File: src/rtl/ifetch.sv
//------------------------------------------------------------------------------
// ifetch
//   Instruction-fetch / program-counter stage of the SISC datapath.
//   Holds the PC, addresses instruction memory, latches the fetched word into
//   the instruction register (IR) and decodes IR fields for control/datapath.
//   Executes pc_rst / pc_write / pc_sel / br_sel / ir_load commands, including
//   absolute (imm) and relative (PC + sext(imm)) branch targets.
//
// Ports
//   clk        in   system clock, rising-edge active
//   rst_f      in   asynchronous active-low reset
//   ir_load    in   latch imem_data into IR
//   pc_write   in   update PC this edge
//   pc_sel     in   0: PC+1, 1: branch target
//   br_sel     in   1: absolute target, 0: PC-relative target
//   pc_rst     in   synchronous PC clear (also clears halt and counters)
//   imem_data  in   instruction word at imem_addr (async-read memory)
//   imem_addr  out  current PC
//   opcode/mm/rd/rs/rt/imm  out  IR field slices
//   halted     out  HLT seen; PC frozen until pc_rst / rst_f
//   instr_cnt, br_cnt  out  fetch / taken-branch counters (IFETCH_CNT_EN only)
//
// Configuration macro: IFETCH_CNT_EN adds instr_cnt and br_cnt.
// PC_W may be 1..32; wider-than-16 targets use the sign-extended immediate.
//
// Revision: 1.0  initial release
//------------------------------------------------------------------------------
`default_nettype none

module ifetch #(
  parameter int PC_W = 16
) (
  input  logic            clk,
  input  logic            rst_f,
  input  logic            ir_load,
  input  logic            pc_write,
  input  logic            pc_sel,
  input  logic            br_sel,
  input  logic            pc_rst,
  input  logic [31:0]     imem_data,
  output logic [PC_W-1:0] imem_addr,
  output logic [3:0]      opcode,
  output logic [3:0]      mm,
  output logic [3:0]      rd,
  output logic [3:0]      rs,
  output logic [3:0]      rt,
  output logic [15:0]     imm,
  output logic            halted
`ifdef IFETCH_CNT_EN
  ,
  output logic [15:0]     instr_cnt,
  output logic [15:0]     br_cnt
`endif
);

  localparam logic [3:0]      OP_HLT = 4'hF;
  localparam logic [PC_W-1:0] PC_ONE = {{(PC_W-1){1'b0}}, 1'b1};

  logic [PC_W-1:0] pc;
  logic [31:0]     ir;
  logic            halt_q;
  logic [31:0]     imm_sx;
  logic [PC_W-1:0] br_target;

  // Immediate sign-extended to 32 bits; the low PC_W bits feed both target
  // forms, which for PC_W<=16 is exactly imm[PC_W-1:0].
  assign imm_sx = {{16{ir[15]}}, ir[15:0]};

  // The PC already points past the branch when the relative add happens.
  always_comb begin
    br_target = imm_sx[PC_W-1:0];
    if (!br_sel) begin
      br_target = pc + imm_sx[PC_W-1:0];
    end
  end

  always_ff @(posedge clk or negedge rst_f) begin
    if (!rst_f) begin
      pc <= '0;
    end else if (pc_rst) begin
      pc <= '0;
    end else if (!halt_q && pc_write) begin
      pc <= pc_sel ? br_target : (pc + PC_ONE);
    end
  end

  // IR loads are allowed while halted; pc_rst does not touch the IR.
  always_ff @(posedge clk or negedge rst_f) begin
    if (!rst_f) begin
      ir <= '0;
    end else if (ir_load) begin
      ir <= imem_data;
    end
  end

  // Halt is detected from the registered opcode, so it takes effect one edge
  // after the HLT word lands in the IR.
  always_ff @(posedge clk or negedge rst_f) begin
    if (!rst_f) begin
      halt_q <= 1'b0;
    end else if (pc_rst) begin
      halt_q <= 1'b0;
    end else if (ir[31:28] == OP_HLT) begin
      halt_q <= 1'b1;
    end
  end

`ifdef IFETCH_CNT_EN
  logic        br_taken;
  logic [15:0] instr_q;
  logic [15:0] br_q;

  assign br_taken = pc_write & pc_sel & ~halt_q & ~pc_rst;

  always_ff @(posedge clk or negedge rst_f) begin
    if (!rst_f) begin
      instr_q <= '0;
      br_q    <= '0;
    end else if (pc_rst) begin
      instr_q <= '0;
      br_q    <= '0;
    end else begin
      if (ir_load) begin
        instr_q <= instr_q + 16'd1;
      end
      if (br_taken) begin
        br_q <= br_q + 16'd1;
      end
    end
  end

  assign instr_cnt = instr_q;
  assign br_cnt    = br_q;
`endif

  assign imem_addr = pc;
  assign opcode    = ir[31:28];
  assign mm        = ir[27:24];
  assign rd        = ir[23:20];
  assign rs        = ir[19:16];
  assign rt        = ir[15:12];
  assign imm       = ir[15:0];
  assign halted    = halt_q;

endmodule

`default_nettype wire
File: config.mk
export PLATFORM = sky130hd
export DESIGN_NAME = ifetch
export DESIGN_NICKNAME = d
export VERILOG_FILES = /design/src/rtl/ifetch.sv
export SDC_FILE = /design/constraint.sdc
export NUM_CORES = 1
export LEC_CHECK = 0
export BUFFER_PORTS_ARGS = -buffer_cell sky130_fd_sc_hd__buf_4
export CAP_MARGIN = 10
export CORE_UTILIZATION = 48
export DETAILED_ROUTE_END_ITERATION = 12
export PLACE_DENSITY = 0.75
export RECOVER_POWER = 100
export SLEW_MARGIN = 20
export SYNTH_ARGS = -nofsm -noshare
export SYNTH_HDL_FRONTEND = slang
export SYNTH_SLANG_ARGS = --single-unit
File: constraint.sdc
create_clock -name clk -period 3.11 [get_ports clk]
set_input_delay 0.4665 -clock clk [delete_from_list [all_inputs] [get_ports clk]]
set_output_delay 0.4665 -clock clk [all_outputs]
set_load 0.005 [all_outputs]
==> impl_metrics.tcl, run 1 <==
set metrics [dict create \
    finalNetCount 476 \
    cts-root-buf "clkbuf_8" \
    cp_max_fo 7 \
    min-delay-start "pc_rst" \
    clkTransAtPathRegs_ns 0.10 \
    routed_wl_um 7870 \
    routedWlPerCell_um 15.8 \
    syn_area_um2 3240 \
    hold_slack_ns 0.330 \
    tightest_slew_ns 1.74 \
    drt-initial-drc-count 276 \
    dp_hpwl_um 5740 \
    async_flop_share_pct 100 \
    clk_path_buf_depth 2 \
    yosysWarnings 0 \
    rr_worst_depth 10 \
    finalSetupViolCount 0 \
    register_area_um2 1230 \
    cts-resized-gates 0 \
    r2r_setup_slack_ns 0.64 \
    antennaDiodeCount 0 \
    cts_tree "built" \
    fin_crit_ns 2.47 \
    cts_made_buffers 5 \
    grt_util_all_layers_pct 23.7 \
    grt_pass1_wl_um 13600 \
    die_y_um 84.2 \
    worstReg2RegEnd "imem_addr[12]" \
    violations "design-rule violations, max-capacitance violations, max-slew violations" \
    die_w_um 84.2 \
    rr_startpoint "imem_addr[0]" \
    ant_nets 0 \
    synth.net_count 395 \
    core_area_um2 6420 \
    fillers 565 \
    gp_congestion 0.926 \
    clock_sinks 49 \
    io_pins 92 \
    max_freq_mhz 405 \
    synth_ff_type "dfrtp_1" \
    slew_viol_final 34 \
    fin_skew_ns 0.00646 \
    post_cts_buffers 0 \
    hold_end "halted" \
    grt_max_degree 50 \
    vias 2908 \
    max_slew_margin_pct -16.1 \
    start_util_pct 50.5 \
    hold_viol 0 \
    synth_edf_count 0 \
    cp.required_ns 3.36 \
    portBuffers 91 \
    rsz0062_at_grt "false" \
    multi_input_area_um2 1870 \
    powerDensity_nw_per_um2 420 \
    finalCritPeriodShare_pct 79.4 \
    dp_cells 490 \
    dieArea_um2 7080 \
    row_count 29 \
    avgSynthCellArea_um2 9.56 \
    cap_violations 1 \
    synthCells 339 \
    status "finished with violations" \
    endpoint_kind "register" \
    cp.arrival_ns 2.72 \
    utilization_pct 62.2 \
    hold_depth 2 \
    cts_hold_buf 0 \
    synth.distinct_cells 56 \
    area_delta_synth_final_pct 23.3 \
    drt_first_pass_iters 8 \
    yosysSeqAreaShare_pct 37.8 \
    power_mw 1.68 \
    hold_path.class "primary input to register" \
    drc 4 \
    power.leakage_nw 1.85 \
    layoutNonFillerInstCount 498 \
    tns_ns 0 \
    max-vdd-ir-drop_v 0.000277 \
    htree_levels 2 \
    startpoint_type "register" \
    antenna_found_initial 0 \
    clock_latency_ns 0.30 \
    grt_pass1_vias 2817 \
    via_per_inst 5.84 \
    grt_remaining_overflow 0 \
    synth-seq-cells 49 \
    crit_type "register to register" \
    drive_gt1_share_pct 34.4 \
]
worst max path at each step:
| stage | start | end | slack [ns] | depth (start not counted) |
|---|---|---|---|---|
| floorplan | imem_addr[0] | imem_addr[14] | 0.88 | 10 |
| global placement | imem_addr[0] | imem_addr[12] | 0.80 | 10 |
| detailed placement | imem_addr[0] | imem_addr[12] | 0.73 | 10 |
| CTS | imem_addr[0] | imem_addr[12] | 0.70 | 10 |
| global route | imem_addr[0] | imem_addr[12] | 0.42 | 10 |
| finish | imem_addr[0] | imem_addr[12] | 0.64 | 10 |
per-layer routing:
layer | part of all wire (%) | global-route usage, % | wire length (um) | up-vias
met5 | 0 | 0 | 0 | -
met4 | 1.8 | 5.80 | 143 | 0
met3 | 6.8 | 4.13 | 539 | 15
met2 | 47 | 37.9 | 3700 | 100
met1 | 44 | 33.7 | 3490 | 1406
li1 | - | - | - | 1387
through the flow:
step | area [um2] | setup WS [ns]
floorplan | 3240 | 0.880
global placement | 3930 | 0.802
detailed placement | 3930 | 0.728
CTS | 4030 | 0.703
global route | 4000 | 0.418
finish | 4000 | 0.640
flip-flops by register name, indices dropped and copies added (netlist names):
| name | cells |
|---|---|
| ir | 32 |
| imem_addr | 16 |
| halted | 1 |
power by group:
part | internal [mW] | leakage, nW | switching, mW | total [mW]
logic | 0.265 | 1.20 | 0.231 | 0.496
clock network | 0.185 | 0.0518 | 0.230 | 0.415
registers | 0.695 | 0.605 | 0.0705 | 0.766
synthesized netlist by cell type (all sizes together) (2+ instances only):
cell type   n  area, um2
mux2i       5       50.1
clkbuf     10       37.5
and2        2       12.5
nor2       27        104
nand2b      3       18.8
nor3        6       30.0
dfrtp      49       1230
nand3      13       70.1
a32oi       2       17.5
a221oi      3       43.8
xor2        5       43.8
buf         9       70.1
and3        5       32.5
o21ai      30        150
o211ai      2       15.0
a31oi       4       25.0
inv         5       18.8
mux2       33        372
nand2      35        134
nor3b       3       27.5
o21a        4       30.0
xnor2       8       70.1
ha         16        200
o31ai       2       15.0
a21oi      21        113
a21o       12       97.6
nand4       3       18.8
nor4        3       25.0
nor2b       4       25.0
critical path: stages (launching register included):
cell      delay, ns
dfrtp_1        0.46
ha_1           0.20
inv_1          0.05
fa_1           0.39
nand2b_1       0.18
a21o_1         0.17
a21oi_1        0.26
a31oi_1        0.14
xor2_1         0.16
a221oi_1       0.30
a21o_1         0.11
logic make-up (layout without fill, tap and decap cells):
logic type                 Yosys count  in the layout  share of synthesized area [%]
AOI/OAI and AO/OA                   89             89                           18.1
xor gates and xnor gates            13             13                           3.51
adders and majority gates           17             17                           6.80
buffers and inverters               24            106                           3.90
DFF                                 49             49                           37.8
muxes                               38             38                           13.0
and+or+nand+nor                    109            109                           16.8
layout by cell type (no fill, tap or decap), types with 2 or more instances in the layout:
cell type  count
a221oi_1       3
a32oi_1        2
nand4_1        3
nor2_1        26
o31ai_1        2
ha_1          16
inv_1          5
a21o_1        11
a31oi_1        4
a21oi_1       20
nor3b_1        2
nor3_1         6
xnor2_1        8
clkbuf_4      52
buf_4         38
nand3_1       12
o21a_1         4
and3_1         4
nand2_1       34
o21ai_0       30
nand2b_1       3
nor2b_1        4
nor4_1         2
mux2i_1        5
o211ai_1       2
xor2_1         5
clkbuf_1       2
clkbuf_8       6
mux2_2        33
dfrtp_1       49
final cells by class:
class                      count  share of cell area, %
clock inverter                 2                  0.438
tap                           77                   2.41
inverter                       5                  0.470
timing repair buffer          93                   17.2
sequential                    49                   30.7
clock buffer                   6                   2.07
multi-input combinational    266                   46.7
No activity file was read; power rests on OpenSTA's default activity.
==> inputs of run 2 (changes only) <==
--- a/config.mk
+++ b/config.mk
@@ -9,7 +9,7 @@
 export CAP_MARGIN = 10
 export CORE_UTILIZATION = 48
 export DETAILED_ROUTE_END_ITERATION = 12
-export PLACE_DENSITY = 0.75
+export PLACE_DENSITY = 0.77
 export RECOVER_POWER = 100
 export SLEW_MARGIN = 20
 export SYNTH_ARGS = -nofsm -noshare
==> constraint.sdc (replaced) <==
create_clock -name clk -period 2.1 [get_ports clk]
set_input_delay 0.315 -clock clk [delete_from_list [all_inputs] [get_ports clk]]
set_output_delay 0.315 -clock clk [all_outputs]
set_load 0.005 [all_outputs]
==> run 2 against run 1 <==
  * The flow finishes with violations (design-rule violations, negative setup slack)
  * Cell area increased by 10%
  * Non-clock buffer count rose by 45
  * Hold slack worse by 0.16 ns
  * Global-route usage rose by 3.0 points
  * Critical endpoint unchanged
  * Highest routed layer unchanged
==> impl_metrics.tcl, run 2 (synthesized netlist as in run 1, its figures left out) <==
set metrics [dict create \
    critical_path.cell_chain "ha_2 > inv_2 > fa_2 > nand2b_4 > a21o_1 > a21oi_2 > a31oi_1 > xor2_1 > a221oi_1 > a21o_1" \
    sequentialPowerShare_pct 39.6 \
    p_switching_uw 882 \
    start_util_pct 50.5 \
    regMostFlops "ir" \
    endpoint_kind "register" \
    rsz0062_at_grt "true" \
    status "finished with violations" \
    via_per_inst 5.62 \
    slew_viol_final 0 \
    clk_path_buf_depth 2 \
    ant_nets 0 \
    power_mw 2.77 \
    drive_gt1_share_pct 41.0 \
    final_cell_mix "buf_4, dfrtp_1, nand2_1" \
    tightest_slew_ns 1.26 \
    finalSetupViolCount 1 \
    cts-root-buf "clkbuf_8" \
    worst_slack_ns -0.0788 \
    dieArea_um2 7080 \
    cts_made_buffers 5 \
    portBuffers 91 \
    cts_tree "built" \
    finalCritPeriodShare_pct 104 \
    power.leakage_nw 2.05 \
    max_freq_mhz 459 \
    swShare_pct 31.8 \
    drc 6 \
    die_w_um 84.2 \
    clock_latency_ns 0.31 \
    grt_util_all_layers_pct 26.7 \
    area_delta_synth_final_pct 36.0 \
    antenna_found_initial 0 \
    grt_pass1_wl_um 14900 \
    largest_register_ffs 32 \
    clkPwrFrac_pct 26.4 \
    cp_slowest_stage_delay_ns 0.38 \
    powerDensity_nw_per_um2 630 \
    hold_path.class "primary input to register" \
    io_pins 92 \
    cp_max_fo 3 \
    die_y_um 84.2 \
    drt_first_pass_iters 8 \
    clkTransAtPathRegs_ns 0.10 \
    cp.required_ns 2.36 \
    dp_hpwl_um 6630 \
    finalNetCount 521 \
    power_frac_comb_pct 34.0 \
    grt_remaining_overflow 0 \
    gp_congestion 0.910 \
    grt_pass1_vias 3164 \
    intPower_mw 1.89 \
    crit_slowest_cell "dfrtp_1" \
    htree_levels 2 \
    final_common_cell "buf_4" \
    max_slew_margin_pct 16.2 \
    row_count 29 \
    drt-initial-drc-count 251 \
    grt_max_degree 50 \
    max-vdd-ir-drop_v 0.000440 \
    fin_skew_ns 0.00411 \
    tns_ns -0.0788 \
    routed_wl_um 9120 \
    startpoint_type "register" \
    clock_sinks 49 \
    cap_violations 0 \
    fin_crit_ns 2.18 \
    cp.arrival_ns 2.44 \
    antennaDiodeCount 0 \
    core_area_um2 6420 \
    path_common_cell "a21o_1" \
    hold_viol 0 \
    routedWlPerCell_um 16.8 \
    vias 3049 \
    violations "design-rule violations, negative setup slack" \
    crit_type "register to register" \
]
==> run 2: layout make-up <==
class | count | area (um2)
Multi-Input combinational cell | 266 | 1990
Inverter | 5 | 18.8
Clock buffer | 5 | 68.8
Clock inverter | 3 | 47.5
Sequential cell | 49 | 1230
Timing Repair Buffer | 138 | 956
Tap cell | 77 | 96.3
Fill cell | 530 | 2020
==> run 2: timing repair <==
action | in CTS | in global routing
setup buffers | 0 | 2
hold buffers | 0 | 0
pin swaps | 3 | 11
resized for setup | 4 | 18
endpoints found under the setup margin | 8 | 10
==> run 2: layer usage <==
| layer | wire length [um] | vias up | GRT usage (%) |
|---|---|---|---|
| met5 | 0 | - | 0 |
| li1 | - | 1475 | - |
| met4 | 146 | 0 | 9.72 |
| met2 | 4340 | 108 | 42.7 |
| met3 | 673 | 14 | 6.00 |
| met1 | 3950 | 1452 | 35.7 |
==> run 2: power groups by stage <==
stage | logic (mW) | registers (mW) | clock network, mW
final | 0.944 | 1.10 | 0.731
after floorplan | 0.469 | 1.14 | 0
after global placement | 0.910 | 1.11 | 0
after global routing | 1.03 | 1.11 | 0.791
after detailed placement | 0.931 | 1.11 | 0
after CTS | 0.938 | 1.10 | 0.747
==> run 2: per-stage QoR <==
step                      instances  hold slack, ns  utilization, %  instance area, um2  setup WS [ns]
final                           543           0.166            68.6                4410        -0.0788
after global routing            543           0.160            68.6                4410         -0.168
after CTS                       541          0.0383            68.3                4390        -0.0706
after detailed placement        533           0.387            66.4                4260        -0.0970
after global placement          533           0.375            66.4                4260        -0.0178
after floorplan                 339          0.0194               -                3250        -0.0699
==> run 2: final timing paths <==
path	from	endpoint	slack, ns	cells after the start
hold reg to reg	ir[26]	ir[26]	0.52	1
setup reg to reg	ir[0]	imem_addr[12]	-0.08	10
max in group asynchronous	rst_f	imem_addr[15]	1.09	1
setup / recovery	ir[0]	imem_addr[12]	-0.08	10
min in group asynchronous	rst_f	ir[26]	0.25	1
hold / removal	pc_rst	halted	0.17	2
==> run 2: critical path: cells and delay by family, from the launching register on <==
kind	cells	cell delay [ns]
AND/OR/NAND/NOR	1	0.15
AO/OA/AOI/OAI	5	0.87
adder cells (fa/ha/maj)	2	0.53
XOR/XNOR	1	0.16
buffers and inverters	1	0.04
flip-flops	1	0.38
